## config.mk

```make
export PLATFORM = sky130hd
export DESIGN_NAME = cache_mem_arbiter
export DESIGN_NICKNAME = d
export VERILOG_FILES = /design/src/rtl/cache_mem_arbiter_pkg.sv /design/src/rtl/cache_mem_arbiter.sv
export SDC_FILE = /design/constraint.sdc
export NUM_CORES = 1
export LEC_CHECK = 0
export ABC_CLOCK_PERIOD_IN_PS = 1900
export BUFFER_PORTS_ARGS = -buffer_cell sky130_fd_sc_hd__buf_2
export CAP_MARGIN = 10
export CORE_AREA = 4 4 285 287
export DETAILED_ROUTE_END_ITERATION = 8
export DIE_AREA = 0 0 289 291
export PLACE_DENSITY = 0.3
export SYNTH_ARGS = -nofsm -noshare
export SYNTH_HDL_FRONTEND = slang
export SYNTH_SLANG_ARGS = --single-unit
```

## constraint.sdc

```tcl
create_clock -name clk_i -period 1.9 [get_ports clk_i]
set_clock_uncertainty 0.1 [all_clocks]
set_input_delay 0.095 -clock clk_i [delete_from_list [all_inputs] [get_ports clk_i]]
set_output_delay 0.095 -clock clk_i [all_outputs]
set_load 0.05 [all_outputs]
```

## src/rtl/cache_mem_arbiter_pkg.sv

```systemverilog
`default_nettype none
// ============================================================================
// Module      : cache_mem_arbiter_pkg
// Description : Shared cache definitions. Holds the default line/address
//               widths and derived line constants, the arbiter state type
//               and the memory-port grant-owner encoding.
// Ports       : none (package)
// Revision    : 1.0 - initial release
// ============================================================================
package cache_mem_arbiter_pkg;

  // Cache line geometry defaults.
  localparam int unsigned c_ADDR_W       = 32;
  localparam int unsigned c_LINE_W       = 128;
  localparam int unsigned c_LINE_BYTES   = c_LINE_W / 8;
  localparam int unsigned c_LINE_OFFS_W  = $clog2(c_LINE_BYTES);

  // Memory-port arbiter states.
  typedef enum logic [1:0] {
    IDLE  = 2'd0,
    GNT_I = 2'd1,
    GNT_D = 2'd2
  } type_arb_state_e;

  // Which cache owns (or last owned) the memory port.
  typedef enum logic {
    OWNER_ICACHE = 1'b0,
    OWNER_DCACHE = 1'b1
  } type_arb_owner_e;

endpackage : cache_mem_arbiter_pkg
`default_nettype wire

```

## src/rtl/cache_mem_arbiter.sv

```systemverilog
`default_nettype none
// ============================================================================
// Module      : cache_mem_arbiter
// Description : Shares the single data-memory port between the icache
//               (line refills) and the write-back dcache (refills and
//               writebacks). One whole line transaction is granted at a
//               time; the memory ack is routed back to the granted cache.
//               Tie policy: round-robin when ARB_ROUND_ROBIN_EN is defined,
//               otherwise fixed dcache priority.
// Ports       : clk_i, rst_i (async, active high)
//               icache_req_i/addr_i -> icache_ack_o/rdata_o
//               dcache_req_i/wr_i/addr_i/wdata_i -> dcache_ack_o/rdata_o
//               mem_req_o/wr_o/addr_o/wdata_o <- mem_ack_i/rdata_i
//               busy_o : a grant is active
// Macros      : ARB_ROUND_ROBIN_EN
// Revision    : 1.0 - initial release
// ============================================================================
module cache_mem_arbiter
  import cache_mem_arbiter_pkg::*;
#(
  parameter int unsigned ADDR_W = c_ADDR_W,
  parameter int unsigned LINE_W = c_LINE_W
) (
  input  logic              clk_i,
  input  logic              rst_i,
  input  logic              icache_req_i,
  input  logic [ADDR_W-1:0] icache_addr_i,
  output logic              icache_ack_o,
  output logic [LINE_W-1:0] icache_rdata_o,
  input  logic              dcache_req_i,
  input  logic              dcache_wr_i,
  input  logic [ADDR_W-1:0] dcache_addr_i,
  input  logic [LINE_W-1:0] dcache_wdata_i,
  output logic              dcache_ack_o,
  output logic [LINE_W-1:0] dcache_rdata_o,
  output logic              mem_req_o,
  output logic              mem_wr_o,
  output logic [ADDR_W-1:0] mem_addr_o,
  output logic [LINE_W-1:0] mem_wdata_o,
  input  logic              mem_ack_i,
  input  logic [LINE_W-1:0] mem_rdata_i,
  output logic              busy_o
);

  type_arb_state_e r_state;
  type_arb_state_e w_state_next;
  logic            w_tie_to_dcache;

`ifdef ARB_ROUND_ROBIN_EN
  type_arb_owner_e r_last_gnt;

  // On a tie, serve whichever cache was not served last.
  assign w_tie_to_dcache = (r_last_gnt == OWNER_ICACHE);

  always_ff @(posedge clk_i or posedge rst_i) begin
    if (rst_i) begin
      r_last_gnt <= OWNER_ICACHE;
    end else if (r_state == IDLE) begin
      if (w_state_next == GNT_I) begin
        r_last_gnt <= OWNER_ICACHE;
      end else if (w_state_next == GNT_D) begin
        r_last_gnt <= OWNER_DCACHE;
      end
    end
  end
`else
  // Fixed priority: dcache wins every tie.
  assign w_tie_to_dcache = 1'b1;
`endif

  always_ff @(posedge clk_i or posedge rst_i) begin
    if (rst_i) begin
      r_state <= IDLE;
    end else begin
      r_state <= w_state_next;
    end
  end

  // Memory-side signals are muxed straight from the owner so the
  // requester's held address/data reach memory without a register stage.
  always_comb begin
    w_state_next = r_state;
    mem_req_o    = 1'b0;
    mem_wr_o     = 1'b0;
    mem_addr_o   = '0;
    mem_wdata_o  = '0;
    icache_ack_o = 1'b0;
    dcache_ack_o = 1'b0;

    case (r_state)
      IDLE: begin
        // mem_ack_i is deliberately ignored here.
        if (icache_req_i && dcache_req_i) begin
          w_state_next = w_tie_to_dcache ? GNT_D : GNT_I;
        end else if (icache_req_i) begin
          w_state_next = GNT_I;
        end else if (dcache_req_i) begin
          w_state_next = GNT_D;
        end
      end
      GNT_I: begin
        mem_req_o  = 1'b1;
        mem_addr_o = icache_addr_i;
        if (mem_ack_i) begin
          icache_ack_o = 1'b1;
          w_state_next = IDLE;
        end
      end
      GNT_D: begin
        mem_req_o   = 1'b1;
        mem_wr_o    = dcache_wr_i;
        mem_addr_o  = dcache_addr_i;
        mem_wdata_o = dcache_wdata_i;
        if (mem_ack_i) begin
          dcache_ack_o = 1'b1;
          w_state_next = IDLE;
        end
      end
      default: begin
        w_state_next = IDLE;
      end
    endcase
  end

  // Read data goes to both caches; only the acks qualify it.
  assign icache_rdata_o = mem_rdata_i;
  assign dcache_rdata_o = mem_rdata_i;
  assign busy_o         = (r_state != IDLE);

endmodule : cache_mem_arbiter
`default_nettype wire

```

==> results of run 1 <==
## cell families after synthesis
group,after synthesis
AND/OR/NAND/NOR,165
adder cells (fa/ha/maj),3
AO/OA/AOI/OAI,36
flip-flops,2
buffers and inverters,285
## layer usage
metal	vias to the layer above	wire (microns)	global-route usage [%]
met5	-	101	0.872
met4	2	628	1.38
met3	57	3260	2.30
met2	416	8650	5.77
met1	1407	6290	3.52
li1	1481	-	-
## where the power goes
group	switching, mW	leakage (nW)	internal [mW]	total [mW]
Sequential	0.0163	0.0256	0.0607	0.0770
Combinational	5.28	2.46	2.99	8.27
Clock	0.0437	0.0370	0.267	0.311
Total	5.34	2.52	3.32	8.65
## final cells by class
type                            count  area, sq um  share of cell area (%)
Antenna cell                        1         2.50                  0.0441
Clock buffer                        3         75.1                    1.32
Inverter                            4         15.0                   0.264
Multi-Input combinational cell    204         1510                    26.6
Sequential cell                     2         50.0                   0.881
Tap cell                         1050         1310                    23.1
Timing Repair Buffer              385         2710                    47.7
## worst max-delay path: stages (launching register included)
cell and delay [ns]:
dfrtp_1 0.40, inv_1 0.13, ha_2 0.21, buf_12 0.18
a22oi_2 0.13, nor2b_2 0.18, buf_12 0.16
## final timing paths
| path | cells after the start | slack [ns] | end |
|---|---|---|---|
| max in group asynchronous | 3 | 1.38 | r_state[1] |
| min in group asynchronous | 3 | 0.20 | r_state[0] |
| worst min-delay path | 3 | 0.05 | r_state[0] |
| worst min register to register | 2 | 0.50 | r_state[0] |
| worst max register to register | 8 | 0.26 | r_state[1] |
| worst max-delay path | 6 | 0.04 | mem_addr_o[18] |
## layout by cell type (no fill, tap or decap), types with 3 or more instances in the layout
cell type,count
a22oi_1,31
and2_1,131
buf_12,20
buf_2,269
buf_4,26
buf_6,33
clkbuf_16,5
clkbuf_4,29
inv_1,3
nor2b_2,19
nor2b_4,13
## repair_timing
action / CTS / global route
hold buffers: 1 / 0
cloned: 1 / 3
setup endpoints to repair: 83 / 125
gates resized for setup: 47 / 96
setup buffers: 1 / 7
endpoints found under the hold margin: 2 / 0
## per-stage QoR
step | cell area [sq um] | hold slack (ns)
2_1_floorplan | 3650 | -0.264
3_3_place_gp | 5030 | -0.119
3_5_place_dp | 5030 | -0.112
4_1_cts | 5290 | 0.0558
5_1_grt | 5680 | 0.0846
6_report | 5680 | 0.0543
==> flow_summary.json, run 1 <==
{
  "outcome": "complete, no violations",
  "postRouteAntennaNets": 0,
  "power.density_nw_per_um2": 1520,
  "synthAdderAreaFrac_pct": 1.07,
  "fin_nets": 929,
  "synth_edf_count": 0,
  "startpoint_type": "register",
  "synth_ff_type": "dfrtp_1",
  "rr_startpoint": "r_state[0]",
  "min_period_ns": 1.86,
  "fill_cells": 9266,
  "slew_headroom_pct": 79.1,
  "dp_slack_ns": 0.0782,
  "grt_use_total_pct": 3.53,
  "synth_area_leaders": "buf_4 (56%), and2_1 (23%), a22oi_1 (6.8%)",
  "synth_compound_area_share_pct": 7.62,
  "core_area_sq_um": 78600,
  "worstPathRequired_ns": 1.70,
  "slew_viol_final": 0,
  "clock_latency_ns": 0.22,
  "synthXorXnorAreaFrac_pct": 0,
  "syn_nets": 820,
  "drt_wl_total_mm": 18.9,
  "ir_drop_mv": 0.572,
  "drive_gt1_share_pct": 70.9,
  "largest_register_ffs": 2,
  "drv_cap": 0,
  "dp_hpwl_mm": 14.9,
  "yosys.area_share.simple_pct": 29.3,
  "async_reset_ff_share_pct": 100,
  "total_power_mw": 8.65,
  "yosysTopAreaCell": "buf_4",
  "hold_viol_final": 0,
  "synth_top_family_by_area": "buffers and inverters",
  "io_buffers": 362,
  "drc": 0,
  "syn-cell-area_sq_um": 3510,
  "fin_util_pct": 7.22,
  "clkSlewWorstSetupHoldPaths_ns": 0.03,
  "drtPass1Iterations": 4,
  "ys_ff_latch": 2,
  "regMostFlops": "r_state",
  "crit_path_max_fanout": 33,
  "root_buffer": "clkbuf_16",
  "tightest_slew_ns": 0.313,
  "min_path_type": "input port to register",
  "grt_max_degree": 91,
  "cp.arrival_ns": 1.66,
  "rsz0062_at_grt": "yes",
  "synth.avg_cell_area_sq_um": 7.15,
  "htreeDepth": 1,
  "wl_per_cell_microns": 11.5,
  "layout_setup_ws_ns": 0.0439,
  "placed_cells_incl_taps": 1632,
  "timing.final.crit_share_pct": 97.7,
  "die_x_microns": 289,
  "fmax_mhz": 539,
  "place_congestion": 0.676,
  "die_y_microns": 291,
  "p_leak_nw": 2.52,
  "grt-ovfl-total": 0,
  "dieArea_sq_um": 84100,
  "reg_top3": "r_state: 2 flops",
  "clockBufferDepth": 2,
  "std_cell_rows": 103,
  "area_growth_pct": 61.7,
  "yosysUniqueCellTypes": 15,
  "grt_pass1_vias": 3288,
  "grt_first_pass_wirelength_mm": 22.0,
  "syn_inst": 491,
  "antenna_found_initial": 4,
  "path_class": "register to output pin",
  "via_count": 3363,
  "setup_viol": 0,
  "seq_area_frac_synth_pct": 1.43,
  "ios": 747,
  "yosysTopAreaCellShare_pct": 55.8,
  "fin_cells": 1649,
  "clock-sinks": 2,
  "cts_buffers": 3,
  "ys_warn_count": 0,
  "synthTopCellsByCount": "buf_4 (261), and2_1 (131), a22oi_1 (32), nor2b_1 (32), buf_6 (10)",
  "routed_via_density": 2.04,
  "drt-initial-drc-count": 131,
  "start_util_pct": 4.47,
  "synthMostInstantiatedCell": "buf_4",
  "crit_path_start": "r_state[1]",
  "synth_mux_area_share_pct": 0,
  "setup_tns_ns": 0,
  "cts_tree": "done",
  "cp-end-kind": "output pin",
  "hp-start": "icache_req_i"
}
(Power assumes the default switching activity.)
==> run 2: changes to the inputs <==
--- a/config.mk
+++ b/config.mk
@@ -11,7 +11,6 @@
 export CORE_AREA = 4 4 285 287
 export DETAILED_ROUTE_END_ITERATION = 8
 export DIE_AREA = 0 0 289 291
-export PLACE_DENSITY = 0.3
 export SYNTH_ARGS = -nofsm -noshare
 export SYNTH_HDL_FRONTEND = slang
 export SYNTH_SLANG_ARGS = --single-unit
==> flow_summary.json, run 2 (synthesis results as in run 1) <==
{
  "drtPass1Iterations": 3,
  "cts_buffers": 3,
  "reg_top3": "r_state: 2 flops",
  "met2_length_mm": 14.7,
  "dp_hpwl_mm": 24.9,
  "rr_startpoint": "r_state[1]",
  "placed_cells_incl_taps": 1634,
  "met3WireLength_mm": 5.15,
  "via_count": 3666,
  "slew_headroom_pct": 80.0,
  "rsz0062_at_grt": "yes",
  "die_y_microns": 291,
  "slew_viol_final": 0,
  "worstPathRequired_ns": 1.70,
  "area_growth_pct": 95.8,
  "htreeDepth": 1,
  "fin_util_pct": 8.75,
  "timing.final.crit_share_pct": 100,
  "drt-initial-drc-count": 103,
  "die_x_microns": 289,
  "setup_viol": 1,
  "cts_tree": "done",
  "clockBufferDepth": 2,
  "layout_setup_ws_ns": -0.00370,
  "min_period_ns": 1.90,
  "postRouteAntennaNets": 0,
  "largest_register_ffs": 2,
  "violations": "setup timing",
  "top_layer": "met5",
  "grt_first_pass_wirelength_mm": 34.2,
  "grt_max_degree": 36,
  "path_class": "register to output pin",
  "grt_pass1_vias": 3728,
  "routed_via_density": 2.21,
  "fin_cells": 1662,
  "core_area_sq_um": 78600,
  "setup_tns_ns": -0.00370,
  "power.density_nw_per_um2": 1540,
  "wl_per_cell_microns": 18.1,
  "grt-ovfl-total": 0,
  "regMostFlops": "r_state",
  "grt_use_total_pct": 6.09,
  "hp-start": "icache_req_i",
  "crit_path_max_fanout": 7,
  "antenna_found_initial": 40,
  "ir_drop_mv": 0.711,
  "met1_length_mm": 8.43,
  "clkSlewWorstSetupHoldPaths_ns": 0.03,
  "drt_wl_total_mm": 30.1,
  "min_path_type": "input port to register",
  "crit_path_start": "r_state[0]",
  "cp-end-kind": "output pin",
  "cp.arrival_ns": 1.71,
  "dp_slack_ns": 0.114,
  "place_congestion": 0.683,
  "start_util_pct": 4.47,
  "root_buffer": "clkbuf_16",
  "drive_gt1_share_pct": 81.4,
  "hold_viol_final": 0,
  "fmax_mhz": 525,
  "startpoint_type": "register",
  "final_common_cell": "buf_2",
  "outcome": "complete, but fails checks",
  "std_cell_rows": 103,
  "dieArea_sq_um": 84100,
  "drc": 0,
  "fin_nets": 933,
  "tightest_slew_ns": 0.302,
  "clock_latency_ns": 0.22,
  "final_cell_mix": "buf_2 (222), and2_1 (91), buf_12 (75), and2_4 (40), buf_6 (32)",
  "drv_cap": 0,
  "ios": 747,
  "clock-sinks": 2,
  "p_leak_nw": 2.85,
  "io_buffers": 362
}
## run 2: what timing repair did
| item | CTS | global route |
|---|---|---|
| hold endpoints to repair | 2 | 0 |
| setup buffers | 3 | 3 |
| pin swaps | 1 | 26 |
| setup endpoints to repair | 69 | 127 |
| hold buffers | 1 | 0 |
| cloned | 3 | 5 |
| resized for setup | 126 | 69 |
## run 2: worst paths after layout
kind                                  end  depth (start not counted)  slack (ns)
hold / removal                 r_state[0]                          3        0.04
setup / recovery           mem_addr_o[16]                          6      -0.004
hold reg to reg                r_state[1]                          2        0.59
max in group asynchronous      r_state[1]                          3        1.35
min in group asynchronous      r_state[0]                          3        0.22
setup reg to reg               r_state[1]                          6        0.23
## run 2: area by class of cell
class                   count  area [sq um]
diodes                     10          25.0
clock buffers               3          75.1
well taps                1050          1310
multi-input cells         204          1730
repair buffers            389          3670
fillers                  9104         71700
inverters                   4          15.0
flip-flops and latches      2          51.3
## run 2: per-layer routing
metal,track usage [%],vias up
li1,-,1505
met1,4.54,1497
met2,11.5,474
met3,4.44,154
met4,2.43,36
met5,0.640,-
## run 2: stage by stage
stage,hold WS (ns),power [mW],instance area [sq um]
2_1_floorplan,-0.264,6.79,3650
3_3_place_gp,-0.147,8.69,5880
3_5_place_dp,-0.149,8.74,5880
4_1_cts,0.0427,10.0,6450
5_1_grt,0.0724,11.0,6860
6_report,0.0429,10.6,6880
## run 2: worst max-delay path: stages, from the launching register on
cell	delay [ns]
dfrtp_1	0.38
inv_2	0.08
ha_4	0.27
bufbuf_16	0.33
a22oi_2	0.09
nor2b_2	0.17
buf_12	0.15
## run 2: power by group
| group | leakage, nW | switching [mW] | total, mW | internal, mW |
|---|---|---|---|---|
| Sequential | 0.0244 | 0.0215 | 0.0841 | 0.0626 |
| Clock | 0.0370 | 0.0515 | 0.320 | 0.268 |
| Combinational | 2.79 | 5.88 | 10.2 | 4.28 |
